`src/rtl/mmio_mem_ctrl.sv`:
```
// mmio_mem_ctrl: core-side dispatcher between external sync-read RAM (port A)
// and N_PERIPH shadowed peripheral channels plus a fresh-flag status register.
// All reads return through a two-edge pipeline, whatever the target.
// Optional build macro MMIO_ERR_EN adds an unmapped-access counter (err_cnt)
// and a sticky error flag (err_flag).
module mmio_mem_ctrl #(
    parameter int                ADDR_W      = 24,
    parameter int                DATA_W      = 16,
    parameter int                RAM_AW      = 15,
    parameter int                N_PERIPH    = 4,
    parameter logic [ADDR_W-1:0] PERIPH_BASE = 24'h8000
) (
    input  logic                         clk,
    input  logic                         rst,
    input  logic                         core_we,
    input  logic                         core_re,
    input  logic [ADDR_W-1:0]            core_addr,
    input  logic [DATA_W-1:0]            core_wdata,
    output logic [DATA_W-1:0]            core_rdata,
    output logic                         core_rvalid,
    output logic                         ram_we,
    output logic [RAM_AW-1:0]            ram_addr,
    output logic [DATA_W-1:0]            ram_wdata,
    input  logic [DATA_W-1:0]            ram_rdata,
    input  logic [N_PERIPH*DATA_W-1:0]   periph_data,
    input  logic [N_PERIPH-1:0]          periph_upd,
    output logic [N_PERIPH-1:0]          periph_rd,
    output logic [N_PERIPH-1:0]          periph_fresh
`ifdef MMIO_ERR_EN
    ,
    output logic [7:0]                   err_cnt,
    output logic                         err_flag
`endif
);

    typedef enum logic [1:0] {
        SEL_NONE,
        SEL_RAM,
        SEL_CH,
        SEL_STAT
    } sel_t;

    sel_t                sel;
    sel_t                s1_sel;
    logic                s1_valid;
    logic [DATA_W-1:0]   s1_data;
    logic [DATA_W-1:0]   ch_snap;
    logic [N_PERIPH-1:0] hit_ch;
    logic [N_PERIPH-1:0] rd_ch;
    logic [N_PERIPH-1:0] fresh;
    logic [N_PERIPH-1:0] fresh_next;
    logic [DATA_W-1:0]   shadow [N_PERIPH];
    logic                rd_fire;
    logic                stat_wr;

    // A simultaneous write wins over the read, so the read never enters the pipe.
    assign rd_fire      = core_re & ~core_we;
    assign stat_wr      = core_we & (sel == SEL_STAT);
    assign rd_ch        = {N_PERIPH{rd_fire}} & hit_ch;
    assign ram_we       = core_we & (sel == SEL_RAM);
    assign ram_addr     = core_addr[RAM_AW-1:0];
    assign ram_wdata    = core_wdata;
    assign periph_fresh = fresh;

    // Address decode; RAM takes priority, then channels, then the status register.
    always_comb begin
        hit_ch  = '0;
        ch_snap = '0;
        for (int i = 0; i < N_PERIPH; i++) begin
            if (core_addr == PERIPH_BASE + ADDR_W'(i)) begin
                hit_ch[i] = 1'b1;
                ch_snap   = ch_snap | shadow[i];
            end
        end
        if ((core_addr >> RAM_AW) == '0) begin
            sel = SEL_RAM;
        end else if (|hit_ch) begin
            sel = SEL_CH;
        end else if (core_addr == PERIPH_BASE + ADDR_W'(N_PERIPH)) begin
            sel = SEL_STAT;
        end else begin
            sel = SEL_NONE;
        end
    end

    // Fresh flags: W1C and read-clear first, then a new sample sets, so updates always win.
    always_comb begin
        fresh_next = fresh;
        if (stat_wr) begin
            fresh_next = fresh_next & ~core_wdata[N_PERIPH-1:0];
        end
        fresh_next = (fresh_next & ~rd_ch) | periph_upd;
    end

    // Shadow capture, fresh flags and the one-cycle read-notify pulses.
    always_ff @(posedge clk or posedge rst) begin
        if (rst) begin
            for (int i = 0; i < N_PERIPH; i++) begin
                shadow[i] <= '0;
            end
            fresh     <= '0;
            periph_rd <= '0;
        end else begin
            for (int i = 0; i < N_PERIPH; i++) begin
                if (periph_upd[i]) begin
                    shadow[i] <= periph_data[i*DATA_W +: DATA_W];
                end
            end
            fresh     <= fresh_next;
            periph_rd <= rd_ch;
        end
    end

    // Read stage 1: hold the target and snapshot channel/status data before this edge's updates.
    always_ff @(posedge clk or posedge rst) begin
        if (rst) begin
            s1_valid <= 1'b0;
            s1_sel   <= SEL_NONE;
            s1_data  <= '0;
        end else begin
            s1_valid <= rd_fire;
            s1_sel   <= sel;
            if (sel == SEL_CH) begin
                s1_data <= ch_snap;
            end else if (sel == SEL_STAT) begin
                s1_data <= DATA_W'(fresh);
            end else begin
                s1_data <= '0;
            end
        end
    end

    // Read stage 2: RAM data arrives during stage 1, so both paths line up here.
    always_ff @(posedge clk or posedge rst) begin
        if (rst) begin
            core_rvalid <= 1'b0;
            core_rdata  <= '0;
        end else begin
            core_rvalid <= s1_valid;
            if (s1_valid) begin
                core_rdata <= (s1_sel == SEL_RAM) ? ram_rdata : s1_data;
            end
        end
    end

`ifdef MMIO_ERR_EN
    logic err_hit;
    logic err_clr;

    assign err_hit = (core_we | core_re) & (sel == SEL_NONE);
    assign err_clr = stat_wr & core_wdata[DATA_W-1];

    // Saturating unmapped-access counter and sticky flag; a clear still records a same-cycle error.
    always_ff @(posedge clk or posedge rst) begin
        if (rst) begin
            err_cnt  <= 8'd0;
            err_flag <= 1'b0;
        end else if (err_clr) begin
            err_cnt  <= err_hit ? 8'd1 : 8'd0;
            err_flag <= err_hit;
        end else if (err_hit) begin
            if (err_cnt != 8'hFF) begin
                err_cnt <= err_cnt + 8'd1;
            end
            err_flag <= 1'b1;
        end
    end
`endif

endmodule

```
`config.mk`:
```
export PLATFORM = sky130hd
export DESIGN_NAME = mmio_mem_ctrl
export DESIGN_NICKNAME = d
export VERILOG_FILES = /design/src/rtl/mmio_mem_ctrl.sv
export SDC_FILE = /design/constraint.sdc
export NUM_CORES = 1
export LEC_CHECK = 0
export ABC_CLOCK_PERIOD_IN_PS = 10900
export CAP_MARGIN = 40
export CORE_MARGIN = 3
export CORE_UTILIZATION = 40
export CTS_CLUSTER_SIZE = 8
export DETAILED_ROUTE_END_ITERATION = 12
export PLACE_DENSITY = 0.84
export SETUP_SLACK_MARGIN = 0.3
export SLEW_MARGIN = 20
export SYNTH_ARGS = -nofsm -noshare
export SYNTH_HDL_FRONTEND = slang
export SYNTH_SLANG_ARGS = --single-unit
```
`constraint.sdc`:
```
create_clock -name clk -period 10.9 [get_ports clk]
set_input_delay 3.27 -clock clk [delete_from_list [all_inputs] [get_ports clk]]
set_output_delay 3.27 -clock clk [all_outputs]
set_load 0.005 [all_outputs]
```
Yosys cells after proc, flatten, opt, wreduce, memory -nomap -nowiden
Index checks and enable logic that the tools add are counted.
{ "op_classes": {"n_bitwise": 13, "reduce_logical": 2, "n_eq_ne": 9, "n_mux": 15} }
{ "ops": {"columns": ["cell", "n"], "rows": [
  ["$eq A24 B16 Y1 const B", 5],
  ["$mux W16", 6],
  ["$or A16 B16 Y16", 3],
  ["$logic_not A24 Y1", 1],
  ["$and A4 B4 Y4", 3],
  ["$mux W4", 2],
  ["$not A4 Y4", 2],
  ["$mux W2", 3],
  ["$eq A2 B1 Y1 const B", 2],
  ["$eq A2 B2 Y1 const B", 2],
  ["$mux W1", 4],
  ["$or A4 B4 Y4", 1],
  ["$reduce_or A4 Y1", 1],
  ["$and A1 B1 Y1", 3],
  ["$not A1 Y1", 1]
]} }
{ "totals": {"inputBits": 128, "ff_bits": 108, "word_cells": 50, "out_inout_bits": 57} }

Longest topological paths before layout
{ "depth": {"depth_word": 10, "mapped_depth": 5, "ltp_nobuf": 4} }

Least setup slack after synthesis
OpenSTA, ideal clock, no wires.
{ "synth_timing": {"kind": "input port to output port", "from": "input port core_addr[21]", "to": "output port ram_we", "cell_stages": 3, "path_buffers": 0, "t_required_ns": 7.630, "arrival_ns": 4.039, "path_slack_ns": 3.591, "path_cell_list": "nor4_2 > nand2_2 > nor3b_1"} }
{ "synth_between": {"elab_chain_cells": 7, "elab_cells_between_ends": 16} }
{ "synth_rtl": {"columns": ["element", "line_no", "source"], "rows": [
  ["start: declaration", "17", "input logic [ADDR_W-1:0] core_addr,"],
  ["$eq A24 B16 Y1", "70", "if (core_addr == PERIPH_BASE + ADDR_W'(i)) begin"],
  ["$mux W1", "70", null],
  ["$reduce_or A4 Y1", "77", "end else if (|hit_ch) begin"],
  ["$mux W2", "77", null],
  ["$mux W2 (*)", "75", "if ((core_addr >> RAM_AW) == '0) begin"],
  ["$eq A2 B1 Y1 (*)", "60", "assign ram_we = core_we & (sel == SEL_RAM);"],
  ["$and A1 B1 Y1 (*)", "60", null],
  ["end: declaration", "21", "output logic ram_we,"]
]} }
Mark *: on every way between the ends. The rest lies on a longest branch, timed or not.

Worst setup path after layout
Same ends and word-level chain as after synthesis.

==> out/qor.json <==
{
  "wirelength_per_cell_microns": 18.3,
  "p_total_mw": 0.914,
  "report.final.setup_viol": 0,
  "measured_slew_at_the_worst_slew_check_pin_ps": 589,
  "netlist_area_sq_um": 4850,
  "grt.total_usage_pct": 17.2,
  "grt_pass1_wl_microns": 17900,
  "worstPathMaxFanout": 7,
  "final_layout_size_suffix_gt1_share_pct": 24.6,
  "critPathCaptureType": "primary output",
  "fill_cells": 958,
  "antenna_cells_inserted": 0,
  "r2r.worst_path.cells": 4,
  "power.density_nw_per_um2": 135,
  "slowest_stage_delay_cp_ps": 600,
  "clk-insertion-delay-late_ps": 330,
  "finalCoreUtilization_pct": 58.1,
  "worstPathArrival_ps": 5170,
  "port_buffers": 160,
  "overall_die_area_sq_um": 13500,
  "dr.first_iter.drc_count": 137,
  "antenna_found_initial": 0,
  "drtAntennaViolNets": 0,
  "critPathLaunchType": "input pin",
  "core_region_area_sq_um": 11600,
  "post_synth_inst_count": 348,
  "clock_tree.root_cell": "clkbuf_16",
  "die_w_microns": 116,
  "slew_headroom_pct": 60.7,
  "peakVddDrop_v": 0.0000794,
  "finalSetupTns_ps": 0,
  "finalHoldViolCount": 0,
  "syn2layout_area_growth_pct": 39.2,
  "max-clock-path-buffers": 2,
  "grt_overflow_total": 0,
  "net_count_of_the_mapped_netlist": 476,
  "period_needed_ps": 8440,
  "layout_worst_path_cycle_share_pct": 77.4,
  "postCtsResizedCells": 0,
  "status": "completed",
  "critPathSlowestCell": "clkdlybuf4s50_1",
  "path_clk_slew_ps": 70,
  "worstHoldPathType": "reg2reg",
  "synth.ff_latch_count": 108,
  "dp_hpwl_microns": 8830,
  "grt_setup_unrepaired": "false",
  "cp_num_buf_inv": 2,
  "drt_drc_violations_left": 0,
  "crit_path_cell_trace": "clkdlybuf4s50_1, nor4_2, nand2_2, nor3b_1, clkdlybuf4s50_1",
  "cts_hold_buf": 0,
  "hold_depth": 1,
  "grt_pass1_vias": 3460,
  "routabilityCongestion": 0.845,
  "clock.fmax_mhz": 119,
  "detailroute.via_count": 3137,
  "slew_violations": 0,
  "met2WireLength_microns": 6140,
  "syn-mean-instance-area_sq_um": 13.9,
  "share_of_the_yosys_chip_area_belonging_to_registers_pct": 55.7,
  "criticalPathCategory": "in2out",
  "final.setup_skew_ps": 7.96,
  "sequential_cell_area_sq_um": 2700,
  "m1WireLength_microns": 4660,
  "preCtsSetupSlack_ps": 2510,
  "yosys_warnings": 0,
  "final_net_count": 607,
  "post-synth-top-area-cell": "dfrtp_1",
  "cpMostUsedCell": "clkdlybuf4s50_1",
  "cts_inserted_buffers": 9,
  "drt-vias-per-instance": 5.01,
  "boundaryPins": 185,
  "tritoncts_clock_tree": "built",
  "core.rowCount": 39,
  "multi_input_area_sq_um": 1780,
  "initial_util_pct": 41.8,
  "fin_ws_ps": 2460,
  "routed-wl-met3_microns": 467,
  "worst-path-stages": 5,
  "synth_largest_type_area_fraction_pct": 55.7,
  "fp.dieH_microns": 116,
  "htree_levels": 3,
  "worst_path_dominant_cell_family": "buffers and inverters",
  "required_ps": 7630,
  "yosys.cell_types.count": 29,
  "routed.top_layer": "met4",
  "first_drt_pass_iteration_count": 4,
  "ys_top_cells_by_area": "dfrtp_1 56%, mux2_2 15%, mux4_2 7.4%, buf_4 4.8%, mux2i_1 3.3%",
  "cts_setup_buffers": 0,
  "static-leakage-power_nw": 2.78,
  "routed_wl_microns": 11500,
  "pin_count_of_the_biggest_net_entering_global_routing": 62,
  "maxCapViolCount": 0,
  "numClockSinks": 108
}
==> power by group <==
group / switching [mW] / total [mW] / internal [mW]
registers: 0.0163 / 0.448 / 0.432
clock network: 0.131 / 0.320 / 0.189
logic: 0.0500 / 0.146 / 0.0965
==> layer usage <==
| layer | vias to the layer above | global-route usage, % |
|---|---|---|
| li1 | 1459 | - |
| met3 | 18 | 2.85 |
| met1 | 1565 | 21.7 |
| met5 | - | 0 |
| met2 | 95 | 30.1 |
| met4 | 0 | 5.72 |
==> cell type report <==
cell class / count / area share [%]
clock buffers: 11 / 3.74
clock inverters: 4 / 0.723
inverters: 10 / 0.593
multi-input cells: 180 / 26.4
flip-flops and latches: 108 / 40.0
well taps: 143 / 2.65
repair buffers: 170 / 25.8
==> registers in the layout, indices dropped and copies added (netlist names) <==
signal / flops
s1_sel: 2
s1_data: 16
periph_rd: 4
shadow: 64
periph_fresh: 4
core_rvalid: 1
core_rdata: 16
s1_valid: 1
==> cells by family after synthesis <==
kind of cell,share of synthesized area [%]
AO/OA/AOI/OAI,3.12
buffers and inverters,7.58
flip-flops,55.7
multiplexers,25.6
AND/OR/NAND/NOR,8.02
==> placed cells by master, fill, tap and decap left out, drive strengths merged, types with 11 or more instances in the layout <==
master	count
dfrtp	108
a21oi	16
nor2	20
mux2	64
clkdlybuf4s50	160
clkbuf	11
and2	12
mux4	16
mux2i	16
==> worst paths after layout <==
path,from,endpoint,slack (ps)
max in group asynchronous,rst,shadow[51]$_DFFE_PP0P_,6660
hold reg to reg,shadow[56]$_DFFE_PP0P_,shadow[56]$_DFFE_PP0P_,510
min in group asynchronous,rst,core_rdata[9]$_DFFE_PP0P_,3360
setup reg to reg,s1_sel[1]$_DFF_PP0_,core_rdata[8]$_DFFE_PP0P_,9510
hold / removal,shadow[56]$_DFFE_PP0P_,shadow[56]$_DFFE_PP0P_,510
setup / recovery,core_addr[21],ram_we,2460
==> through the flow <==
step | instance area, sq um | instances | hold WS (ps)
floorplan | 4850 | 348 | 428
finish | 6750 | 626 | 506
global route | 6750 | 626 | 524
global placement | 6320 | 603 | 485
detailed placement | 6410 | 609 | 492
CTS | 6710 | 624 | 507
==> synthesized netlist by cell type, drive strengths merged <==
cell type,instances
nand2,6
o22ai,1
and2,12
clkbuf,7
nand4,2
inv,10
nand3b,1
nor4,7
nor2,20
or2,1
mux2,64
buf,43
o31ai,4
dfrtp,108
mux4,16
nor4b,1
a22o,4
a21oi,16
nor3,6
mux2i,16
nor2b,2
nor3b,1
Power figures use the tool's default switching activity.
